$ cat src/rtl/seq_detect_prog_if.sv
// -----------------------------------------------------------------------------
// seq_detect_prog_if
// Groups the serial-input, configuration and result signals of seq_detect_prog.
//   din_valid / din                      : qualified serial data bit
//   cfg_load / cfg_pattern / cfg_len /
//   cfg_overlap                          : run-time pattern configuration
//   cnt_clr                              : match counter clear
//   dout / match_count / cfg_err         : detector results
// Modports:
//   master : the block feeding bits/config and reading results
//   slave  : the detector itself
// -----------------------------------------------------------------------------
interface seq_detect_prog_if #(
  parameter int MAX_LEN = 8,
  parameter int LEN_W   = 4,
  parameter int CNT_W   = 8
);
  logic               din_valid;
  logic               din;
  logic               cfg_load;
  logic [MAX_LEN-1:0] cfg_pattern;
  logic [LEN_W-1:0]   cfg_len;
  logic               cfg_overlap;
  logic               cnt_clr;
  logic               dout;
  logic [CNT_W-1:0]   match_count;
  logic               cfg_err;

  modport master (
    output din_valid, din, cfg_load, cfg_pattern, cfg_len, cfg_overlap, cnt_clr,
    input  dout, match_count, cfg_err
  );

  modport slave (
    input  din_valid, din, cfg_load, cfg_pattern, cfg_len, cfg_overlap, cnt_clr,
    output dout, match_count, cfg_err
  );
endinterface

$ cat src/rtl/seq_detect_prog.sv
// -----------------------------------------------------------------------------
// seq_detect_prog
// Programmable Moore sequence detector. A qualified serial bit stream is shifted
// into a history register and compared against a run-time loaded pattern of
// 1..MAX_LEN bits (oldest pattern bit at [len-1], newest at [0]). Matches raise
// the registered dout flag and bump a saturating match counter. Reset defaults
// reproduce the legacy overlapping "1010" detector.
// Ports:
//   clk   : clock, rising edge
//   reset : synchronous, active-high
//   bus   : seq_detect_prog_if.slave (data, config, counter clear, results)
// -----------------------------------------------------------------------------
module seq_detect_prog #(
  parameter int MAX_LEN = 8,
  parameter int LEN_W   = 4,
  parameter int CNT_W   = 8
) (
  input  logic             clk,
  input  logic             reset,
  seq_detect_prog_if.slave bus
);

  typedef enum logic {SEARCH = 1'b0, MATCH = 1'b1} state_t;

  localparam logic [LEN_W-1:0]   MAX_LEN_L = LEN_W'(MAX_LEN);
  localparam logic [MAX_LEN-1:0] DEF_PAT   = MAX_LEN'(4'b1010);
  localparam logic [LEN_W-1:0]   DEF_LEN   = LEN_W'(4);

  state_t             state_q, state_d;
  logic [MAX_LEN-1:0] hist_q,  hist_d;
  logic [LEN_W-1:0]   fill_q,  fill_d;
  logic [MAX_LEN-1:0] pat_q,   pat_d;
  logic [LEN_W-1:0]   len_q,   len_d;
  logic               ovl_q,   ovl_d;
  logic [CNT_W-1:0]   cnt_q,   cnt_d;
  logic               err_q,   err_d;

  logic [MAX_LEN-1:0] shifted;
  logic [MAX_LEN-1:0] len_mask;
  logic [LEN_W:0]     fill_inc;
  logic               cfg_legal;
  logic               hit;

  assign cfg_legal = (bus.cfg_len != '0) && (bus.cfg_len <= MAX_LEN_L);

  // NOTE: every signal written here gets a default first, so no path through
  // the if/else tree can leave one unassigned and infer a latch.
  always_comb begin
    state_d = state_q;
    hist_d  = hist_q;
    fill_d  = fill_q;
    pat_d   = pat_q;
    len_d   = len_q;
    ovl_d   = ovl_q;
    cnt_d   = cnt_q;
    err_d   = 1'b0;
    hit     = 1'b0;

    shifted  = {hist_q[MAX_LEN-2:0], bus.din};
    // One extra bit so "fill + 1" never wraps when fill sits at MAX_LEN.
    fill_inc = {1'b0, fill_q} + (LEN_W+1)'(1);
    // Only the low len bits of history/pattern take part in the compare.
    for (int i = 0; i < MAX_LEN; i++) begin
      len_mask[i] = (i < int'(len_q));
    end

    if (bus.cfg_load) begin
      // A load always swallows a same-cycle data bit, even when rejected.
      if (cfg_legal) begin
        pat_d   = bus.cfg_pattern;
        len_d   = bus.cfg_len;
        ovl_d   = bus.cfg_overlap;
        hist_d  = '0;
        fill_d  = '0;
        state_d = SEARCH;
      end else begin
        err_d = 1'b1;
      end
    end else if (bus.din_valid) begin
      hist_d = shifted;
      fill_d = (fill_q == MAX_LEN_L) ? fill_q : fill_inc[LEN_W-1:0];
      hit    = (fill_inc >= {1'b0, len_q}) &&
               (((shifted ^ pat_q) & len_mask) == '0);
      if (hit) begin
        state_d = MATCH;
        // Non-overlapping mode: the next match must be built from fresh bits.
        if (!ovl_q) begin
          fill_d = '0;
        end
        if (cnt_q != '1) begin
          cnt_d = cnt_q + CNT_W'(1);
        end
      end else begin
        state_d = SEARCH;
      end
    end

    if (bus.cnt_clr) begin
      cnt_d = '0;
    end
  end

  // NOTE: sequential state uses non-blocking assignments so every register
  // samples the values from before the edge, independent of statement order.
  always_ff @(posedge clk) begin
    if (reset) begin
      state_q <= SEARCH;
      hist_q  <= '0;
      fill_q  <= '0;
      pat_q   <= DEF_PAT;
      len_q   <= DEF_LEN;
      ovl_q   <= 1'b1;
      cnt_q   <= '0;
      err_q   <= 1'b0;
    end else begin
      state_q <= state_d;
      hist_q  <= hist_d;
      fill_q  <= fill_d;
      pat_q   <= pat_d;
      len_q   <= len_d;
      ovl_q   <= ovl_d;
      cnt_q   <= cnt_d;
      err_q   <= err_d;
    end
  end

  assign bus.dout        = (state_q == MATCH);
  assign bus.match_count = cnt_q;
  assign bus.cfg_err     = err_q;

endmodule

$ cat src/flat_wrapper.sv
// flat-port wrapper written by rule: the top's interface ports become plain ports
module seq_detect_prog_flat 
#(
  parameter int MAX_LEN = 8,
  parameter int LEN_W   = 4,
  parameter int CNT_W   = 8
)
  (clk, reset, bus_din_valid, bus_din, bus_cfg_load, bus_cfg_pattern, bus_cfg_len, bus_cfg_overlap, bus_cnt_clr, bus_dout, bus_match_count, bus_cfg_err);
  seq_detect_prog_if #(.MAX_LEN(MAX_LEN), .LEN_W(LEN_W), .CNT_W(CNT_W)) bus_i ();
  input  logic clk;
  input  logic reset;
  input wire logic [$bits(bus_i.din_valid)-1:0] bus_din_valid;
  input wire logic [$bits(bus_i.din)-1:0] bus_din;
  input wire logic [$bits(bus_i.cfg_load)-1:0] bus_cfg_load;
  input wire logic [$bits(bus_i.cfg_pattern)-1:0] bus_cfg_pattern;
  input wire logic [$bits(bus_i.cfg_len)-1:0] bus_cfg_len;
  input wire logic [$bits(bus_i.cfg_overlap)-1:0] bus_cfg_overlap;
  input wire logic [$bits(bus_i.cnt_clr)-1:0] bus_cnt_clr;
  output wire logic [$bits(bus_i.dout)-1:0] bus_dout;
  output wire logic [$bits(bus_i.match_count)-1:0] bus_match_count;
  output wire logic [$bits(bus_i.cfg_err)-1:0] bus_cfg_err;
  assign bus_i.din_valid = bus_din_valid;
  assign bus_i.din = bus_din;
  assign bus_i.cfg_load = bus_cfg_load;
  assign bus_i.cfg_pattern = bus_cfg_pattern;
  assign bus_i.cfg_len = bus_cfg_len;
  assign bus_i.cfg_overlap = bus_cfg_overlap;
  assign bus_i.cnt_clr = bus_cnt_clr;
  assign bus_dout = bus_i.dout;
  assign bus_match_count = bus_i.match_count;
  assign bus_cfg_err = bus_i.cfg_err;
  seq_detect_prog #(.MAX_LEN(MAX_LEN), .LEN_W(LEN_W), .CNT_W(CNT_W)) u_core (.clk(clk), .reset(reset), .bus(bus_i));
endmodule
$ cat config.mk
export PLATFORM = sky130hd
export DESIGN_NAME = seq_detect_prog_flat
export DESIGN_NICKNAME = d
export VERILOG_FILES = /design/src/rtl/seq_detect_prog_if.sv /design/src/rtl/seq_detect_prog.sv /design/src/flat_wrapper.sv
export SDC_FILE = /design/constraint.sdc
export NUM_CORES = 1
export LEC_CHECK = 0
export CORE_MARGIN = 1.5
export CORE_UTILIZATION = 25
export DETAILED_ROUTE_END_ITERATION = 10
export GPL_TIMING_DRIVEN = 0
export SYNTH_ARGS = -nofsm -noshare
export SYNTH_HDL_FRONTEND = slang
export SYNTH_SLANG_ARGS = --single-unit
$ cat constraint.sdc
create_clock -name clk -period 2.47 [get_ports clk]
set_input_delay 0.3705 -clock clk [delete_from_list [all_inputs] [get_ports clk]]
set_output_delay 0.3705 -clock clk [all_outputs]
set_load 0.03 [all_outputs]
; ---- Word level (Yosys, flattened, before mapping)
; Index checks and enable logic that the tools add are counted.
[classes]
addsub = 2
n_lt_le_gt_ge = 10
n_eq_ne = 3
n_mux = 14
bitwise = 3
n_reduce_logical = 10
[ops]
columns = cell, n
row1 = 2-to-1 mux 4 bit, 6
row2 = 2-to-1 mux 7 bit, 3
row3 = less-than comparator 3 x 4 -> 1 bit (first input constant), 4
row4 = adder 8 x 1 -> 8 bit (second input constant), 1
row5 = AND 8 bit, 1
row6 = logical NOT 8 bit, 1
row7 = less-than comparator 1 x 4 -> 1 bit (first input constant), 2
row8 = less-than comparator 2 x 4 -> 1 bit (first input constant), 2
row9 = != test 8 bit (second input constant), 1
row10 = XOR 8 bit, 1
row11 = adder 4 x 1 -> 5 bit (second input constant), 1
row12 = greater-or-equal comparator 5 x 4 -> 1 bit, 1
row13 = 2-to-1 mux 1 bit, 5
row14 = == test 4 bit (second input constant), 1
row15 = <= comparator 4 bit (second input constant), 1
row16 = AND reduction 2 bit, 2
row17 = AND reduction 4 bit, 1
row18 = nonzero test 4 bit, 1
row19 = OR reduction 2 bit, 2
row20 = logical AND 1 bit, 2
row21 = != test 2 x 1 -> 1 bit (second input constant), 1
row22 = nonzero test 2 bit, 1
row23 = NOT 1 bit, 1
[totals]
regBits = 34
input_bits = 19
output_inout_bits = 10
word_cells = 50

; ---- Longest topological paths before layout
; Gate-level depths: netlist of run 1.
[logic_depth]
ltp_word = 7
depth_mapped = 9
ltp_nobuf = 8

; ---- Worst setup path after synthesis of run 1
; No wires, ideal clock.
[synth_path]
path_type = register to register
startpoint = reg u_core.fill_q[0]
endpoint = reg u_core.cnt_q[6] (netlist: u_core.bus.match_count[6])
setup_ns = 0.072
arrival_time_ns = 2.046
required_ns = 2.398
path_slack_ns = 0.352
stages_incl_launch_ff = 10
path_buffers = 1
synth_period_minus_slack_ns = 2.118
cell_sequence = dfxtp_1 -> inv_1 -> ha_1 -> ha_1 -> a211oi_1 -> o21ai_0 -> nand3_2 -> buf_2 -> nor4_2 -> mux2i_1
[synth_between]
elab_chain_cells = 4
[synth_rtl]
columns = element, line_no
row1 = "start, declared", seq_detect_prog.sv:31  ; logic [LEN_W-1:0] fill_q, fill_d;
row2 = "start signal, assigned", seq_detect_prog.sv:118  ; fill_q <= fill_d;
row3 = adder 4 x 1 -> 5 bit, seq_detect_prog.sv:61  ; fill_inc = {1'b0, fill_q} + (LEN_W+1)'(1);
row4 = greater-or-equal comparator 5 x 4 -> 1 bit, seq_detect_prog.sv:82  ; hit = (fill_inc >= {1'b0, len_q}) &&
row5 = logical AND 1 bit, seq_detect_prog.sv:82
row6 = AND reduction 4 bit (no source line), --
row7 = "end signal, assigned", seq_detect_prog.sv:122  ; cnt_q <= cnt_d;
row8 = "end, declared", seq_detect_prog.sv:35  ; logic [CNT_W-1:0] cnt_q, cnt_d;
; No other way between the ends.
; A chain may end at the register's enable or synchronous reset.

; ---- Final worst setup path of run 1
; Ends and elaborated chain as after synthesis.

==> results of run 1 <==
layout by cell type (no fill, tap or decap), drive strengths merged, types with 4 or more instances in the layout:
master and instances:
nor2 9, a21oi 24, nand2 44, clkbuf 13, dfxtp 34, xnor2 8
or3 4, inv 9, clkdlybuf4s50 28, nand3 16, ha 7, o21ai 9
cell families (layout without fill, tap and decap cells):
logic type | Yosys count | count (layout) | share of synthesized area
simple gates | 93 | 93 | 0.265
mux | 2 | 2 | 0.0119
flops | 34 | 34 | 0.404
buf+inv | 18 | 54 | 0.0408
compound gates | 48 | 48 | 0.169
xor+xnor | 11 | 11 | 0.0572
fa+ha+maj | 7 | 7 | 0.0520
sequential cells by signal, indices dropped and copies added, names as in the netlist:
name / flops
u_core.bus.match_count: 8
u_core.fill_q: 4
u_core.bus.dout: 1
u_core.pat_q: 8
u_core.len_q: 4
u_core.ovl_q: 1
u_core.bus.cfg_err: 1
u_core.hist_q: 7
worst max-delay path by stage:
stage / from / to / slack [ns]
finish: u_core.fill_q[0]$_SDFFE_PP0P_ / u_core.bus.match_count[6]$_SDFFE_PP0P_ / 0.22
global route: u_core.fill_q[0]$_SDFFE_PP0P_ / u_core.bus.match_count[6]$_SDFFE_PP0P_ / 0.05
CTS: u_core.fill_q[0]$_SDFFE_PP0P_ / u_core.bus.match_count[6]$_SDFFE_PP0P_ / 0.009
detailed placement: bus_din / u_core.fill_q[0]$_SDFFE_PP0P_ / -0.14
global placement: bus_din / u_core.fill_q[2]$_SDFFE_PP0P_ / -0.17
floorplan: u_core.fill_q[0]$_SDFFE_PP0P_ / u_core.bus.match_count[6]$_SDFFE_PP0P_ / 0.35
per-layer routing:
layer,vias to the layer above,routed length (µm),part of all wire
li1,816,-,-
met1,708,1820,0.46
met2,32,1880,0.48
met3,3,186,0.047
met4,0,33,0.0084
met5,-,0,0
critical path, stage by stage (launching register included):
cell	delay, ns
dfxtp_2	0.39
inv_1	0.06
ha_1	0.31
ha_1	0.28
a211oi_1	0.07
o21ai_1	0.19
nand3_2	0.16
clkbuf_4	0.24
nor4_4	0.29
mux2i_1	0.20
layout make-up:
type / instances / area, µm²
Inverter: 9 / 33.8
Timing Repair Buffer: 28 / 280
Buffer: 9 / 37.5
Multi-Input combinational cell: 161 / 950
Sequential cell: 34 / 682
Clock buffer: 5 / 68.8
Tap cell: 77 / 96.3
Fill cell: 691 / 4230
Clock inverter: 3 / 40.0
stage by stage:
step           total power, mW  setup slack (ns)   util  TNS, ns
4_1_cts                   1.24           0.00868  0.339        0
3_3_place_gp             0.728            -0.172  0.321   -0.728
2_1_floorplan            0.670             0.352      -        0
6_report                  1.22             0.220  0.341        0
3_5_place_dp             0.730            -0.137  0.321   -0.529
5_1_grt                   1.28            0.0502  0.341        0
power by group:
part | internal [mW] | switching [mW]
logic | 0.0642 | 0.0743
registers | 0.565 | 0.0147
clock network | 0.297 | 0.206
total | 0.926 | 0.295
timing repair:
item	4_1_cts	5_1_grt
gates resized for setup	1	5
hold buffers	0	0
endpoints found under the hold margin	0	0
setup endpoints to repair	3	6
==> reports/results.ini, run 1 <==
[outcome]
status=finished, violations left
violations=design-rule violations

[synthesis]
syn_area_um2=1690
yosysSeqAreaShare=0.404
syn-mean-instance-area_um2=7.91
synth.most_common_cell=nand2_1
ys_ff_latch=34
yosys_warnings=0
synth-async-reset-ratio=0
synth_edf_count=0
netlist_instances=213
synth-main-ff-cell=dfxtp_1
synthesis.nets=239
synth_top_area_share=0.404
synth_area_leaders=dfxtp_1 (40%), nand2_1 (9.8%), a21oi_1 (7.1%), ha_1 (5.2%), nand3_1 (4.5%)
synthTopCellsByCount=nand2_1 (44), dfxtp_1 (34), a21oi_1 (24)
synth.largest_area_cell=dfxtp_1
yosys.cell_types.count=37

[grt]
grt_use_met2=0.199
grt_max_degree=12
grtUsageMet3=0.0331
antenna_found_initial=0
grt_overflow=0
grt_pass1_wl_mm=6.68
gr-usage-met1=0.141
top_usage_layer=met2
grt_pass1_vias=1426
grtUsageTotal=0.117

[timing]
whs_ns=0.474
clock-skew-final_ns=0.00493
rsz0062_at_grt=false
worstMarginPinSlew_ns=0.478
period_share=0.911
setup_viol=0
hold_viol=0
slew_headroom=0.681
max_freq_mhz=444
slew_viol_final=0
min_period_ns=2.25

[clocking]
clkTransAtPathRegs_ns=0.07
cts.sinks=34
cts_buffers=5
clock_latency_ns=0.29
cts_tree=built
cts_root_buf=clkbuf_8
postCtsSetupRepairBufs=0
cts_buffer_depth=2
h-tree-depth=2

[critical_path]
rr_startpoint=u_core.fill_q[0]$_SDFFE_PP0P_
reg2regPathDepth=9
rrSetupSlack_ns=0.22
r2r_end=u_core.bus.match_count[6]$_SDFFE_PP0P_
path_class=reg2reg
cp-end-kind=flip-flop
cp.required_ns=2.70
path_max_fanout=10
critPathArrivalTime_ns=2.48
critPathLaunchType=flip-flop

[place]
post-place-cells=318
place_congestion=0.793
dp_hpwl_mm=2.91
place_area_um2=2060
portBuffers=28

[worst_hold_path]
hold_path_end=u_core.pat_q[2]$_SDFFE_PP0P_
hold_start=u_core.pat_q[2]$_SDFFE_PP0P_
holdPathStages=2
min_path_type=reg2reg

[route]
dr.pass1.iters=7
drt-initial-drc-count=78
viasPerCell=4.78
ant_nets=0
wl_mm=3.92
drt_drc_violations_left=4
avgRoutedWirePerCell_um=12.0
vias=1559

[layout]
postLayoutCellArea_um2=2190
drive_above_1_share=0.0602
antennaDiodeCount=0
nets=274
syn_to_final_growth_pct=29.8
stdcell_count=326

[floorplan]
row_count=29
die_w_um=85.1
initial_core_util=0.262
dieArea_um2=7240
ios=29
core-area_um2=6420
die_h_um=85.1

[run]
drv_cap=0

[pwr]
power_density_nw_per_um2=558
ir_worst_vdd_uv=219
p_leak_nw=0.756

(Power assumes the default switching activity.)
==> inputs of run 2 (changes only) <==
CTS_CLUSTER_SIZE = 10   (was default)
==> results of run 2 <==
Final layout, timing and power as in run 1 (identical DEF).
==> inputs of run 3 (changes only) <==
--- a/config.mk
+++ b/config.mk
@@ -12,2 +12,3 @@
 export GPL_TIMING_DRIVEN = 0
+export SKIP_CTS_REPAIR_TIMING = 1
 export SYNTH_ARGS = -nofsm -noshare
@@ -15 +16,2 @@
 export SYNTH_SLANG_ARGS = --single-unit
+export TNS_END_PERCENT = 100
==> constraint.sdc (replaced) <==
create_clock -name clk -period 2.47 [get_ports clk]
set_input_delay 0.494 -clock clk [delete_from_list [all_inputs] [get_ports clk]]
set_output_delay 0.494 -clock clk [all_outputs]
set_load 0.03 [all_outputs]
==> reports/results.ini, run 3 (synthesis results as in run 1) <==
[run]
drv_cap=0  ; unchanged

[grt]
grt_overflow=0  ; unchanged
grt_pass1_vias=1427  ; +0.070%
antenna_found_initial=0  ; unchanged
top_usage_layer=met2
grtUsageTotal=0.117  ; -0.000204
grt_max_degree=12  ; unchanged
grt_pass1_wl_mm=6.67  ; -0.21%
gr-usage-met1=0.140  ; -0.000595
grtUsageMet3=0.0331  ; unchanged
grt_use_met2=0.199  ; unchanged

[pwr]
p_sw_frac=0.242  ; +0.000598
total_power_mw=1.22  ; +0.18%
p_leak_nw=0.754  ; -0.16%
p_clk_frac=0.410  ; -0.002
switching_power_mw=0.296  ; +0.43%
ir_worst_vdd_uv=219  ; about the same
intPower_mw=0.927  ; +0.10%
power_density_nw_per_um2=556  ; -0.28%
combinationalPowerShare=0.116  ; +0.002
seqPwrFrac=0.474  ; about the same

[outcome]
status=finished, violations left
violations=design-rule violations

[timing]
clock-skew-final_ns=0.00409  ; -0.000842 ns
min_period_ns=2.34  ; +0.0903 ns
hold_viol=0  ; unchanged
worstMarginPinSlew_ns=0.477  ; -0.000412 ns
max_freq_mhz=427  ; -3.9%
slew_viol_final=0  ; unchanged
setup_viol=0  ; unchanged
slew_headroom=0.682  ; about the same
rsz0062_at_grt=false
period_share=0.948  ; +0.0365
finalSetupTns_ns=0  ; unchanged

[clocking]
h-tree-depth=2  ; unchanged
cts_buffers=5  ; unchanged
cts_root_buf=clkbuf_8
cts_tree=built
cts_buffer_depth=2  ; unchanged
cts.sinks=34  ; unchanged
clock_latency_ns=0.29  ; about the same
clkTransAtPathRegs_ns=0.07  ; about the same

[route]
ant_nets=0  ; unchanged
vias=1573  ; +0.90%
wl_mm=3.92  ; about the same
drt_drc_violations_left=4  ; unchanged
dr.pass1.iters=7  ; unchanged
viasPerCell=4.83  ; +0.90%
drt-initial-drc-count=79  ; +1.3%
avgRoutedWirePerCell_um=12.0  ; about the same

[layout]
syn_to_final_growth_pct=30.4
fillers=691  ; unchanged
drive_above_1_share=0.0602  ; unchanged
final_cell_mix=nand2_1 (44), dfxtp_1 (33), clkdlybuf4s50_1 (28)
stdcell_count=326  ; unchanged
antennaDiodeCount=0  ; unchanged
final_common_cell=nand2_1
postLayoutCellArea_um2=2200  ; +0.46%
nets=274  ; unchanged
final_util=0.342  ; +0.00156

[critical_path]
path_max_fanout=10  ; unchanged
cp.required_ns=2.69  ; about the same
path_class=in2reg
critPathLaunchType=input pin
critPathArrivalTime_ns=2.56  ; +0.08 ns
cp-end-kind=flip-flop

[place]
place_area_um2=2060  ; unchanged
dp_hpwl_mm=2.91  ; unchanged
place_congestion=0.793  ; unchanged
portBuffers=28  ; unchanged
post-place-cells=318  ; unchanged

[floorplan]
die_h_um=85.1  ; unchanged
core-area_um2=6420  ; unchanged
ios=29  ; unchanged
dieArea_um2=7240  ; unchanged
row_count=29  ; unchanged
initial_core_util=0.262  ; unchanged
die_w_um=85.1  ; unchanged

[worst_hold_path]
min_path_type=reg2reg

[run 3: cell count changes in the layout (fill, tap and decap cells not counted), sizes merged]
cell,change
clkbuf,-1
buf,+1
[run 3: worst paths after layout]
check                                                   start                                      to  slack (ns)  cells after the start
worst min-delay path             u_core.pat_q[2]$_SDFFE_PP0P_            u_core.pat_q[2]$_SDFFE_PP0P_        0.47                      2
worst max register to register  u_core.fill_q[0]$_SDFFE_PP0P_  u_core.bus.match_count[6]$_SDFFE_PP0P_        0.22                      9
worst min register to register   u_core.pat_q[2]$_SDFFE_PP0P_            u_core.pat_q[2]$_SDFFE_PP0P_        0.47                      2
worst max-delay path                                  bus_din  u_core.bus.match_count[6]$_SDFFE_PP0P_        0.13                      8
[run 3: final cells by class]
cell class | count | area [µm²] | area share
buffer | 9 | 35.0 | 0.0159
sequential | 34 | 682 | 0.310
multi-input combinational | 161 | 962 | 0.438
tap | 77 | 96.3 | 0.0438
clock inverter | 3 | 40.0 | 0.0182
inverter | 9 | 33.8 | 0.0154
timing repair buffer | 28 | 280 | 0.127
clock buffer | 5 | 68.8 | 0.0313
[run 3: routing by layer]
| metal | up-vias | wire [µm] |
|---|---|---|
| met3 | 3 | 208 |
| met1 | 709 | 1800 |
| met5 | - | 0 |
| li1 | 817 | - |
| met2 | 44 | 1880 |
| met4 | 0 | 33 |
[run 3: per-stage QoR]
| step | setup slack (ns) | hold slack [ns] |
|---|---|---|
| 3_5_place_dp | -0.261 | 0.463 |
| 5_1_grt | 0.0270 | 0.496 |
| 4_1_cts | -0.0238 | 0.473 |
| 2_1_floorplan | 0.352 | 0.448 |
| 6_report | 0.129 | 0.474 |
| 3_3_place_gp | -0.295 | 0.456 |
[run 3: worst max-delay path: stages]
cell and delay, ns:
clkdlybuf4s50_1 0.44, xor2_1 0.20, a2bb2oi_1 0.19, a2111oi_4 0.32, nand3_2 0.19, buf_2 0.24, nor4_4 0.29, mux2i_1 0.20
[run 3: power groups by stage]
stage / clock network, mW / registers, mW / logic, mW
finish: 0.501 / 0.579 / 0.142
global route: 0.544 / 0.582 / 0.160
CTS: 0.518 / 0.579 / 0.139
detailed placement: 0 / 0.591 / 0.139
global placement: 0 / 0.591 / 0.138
floorplan: 0 / 0.589 / 0.0807
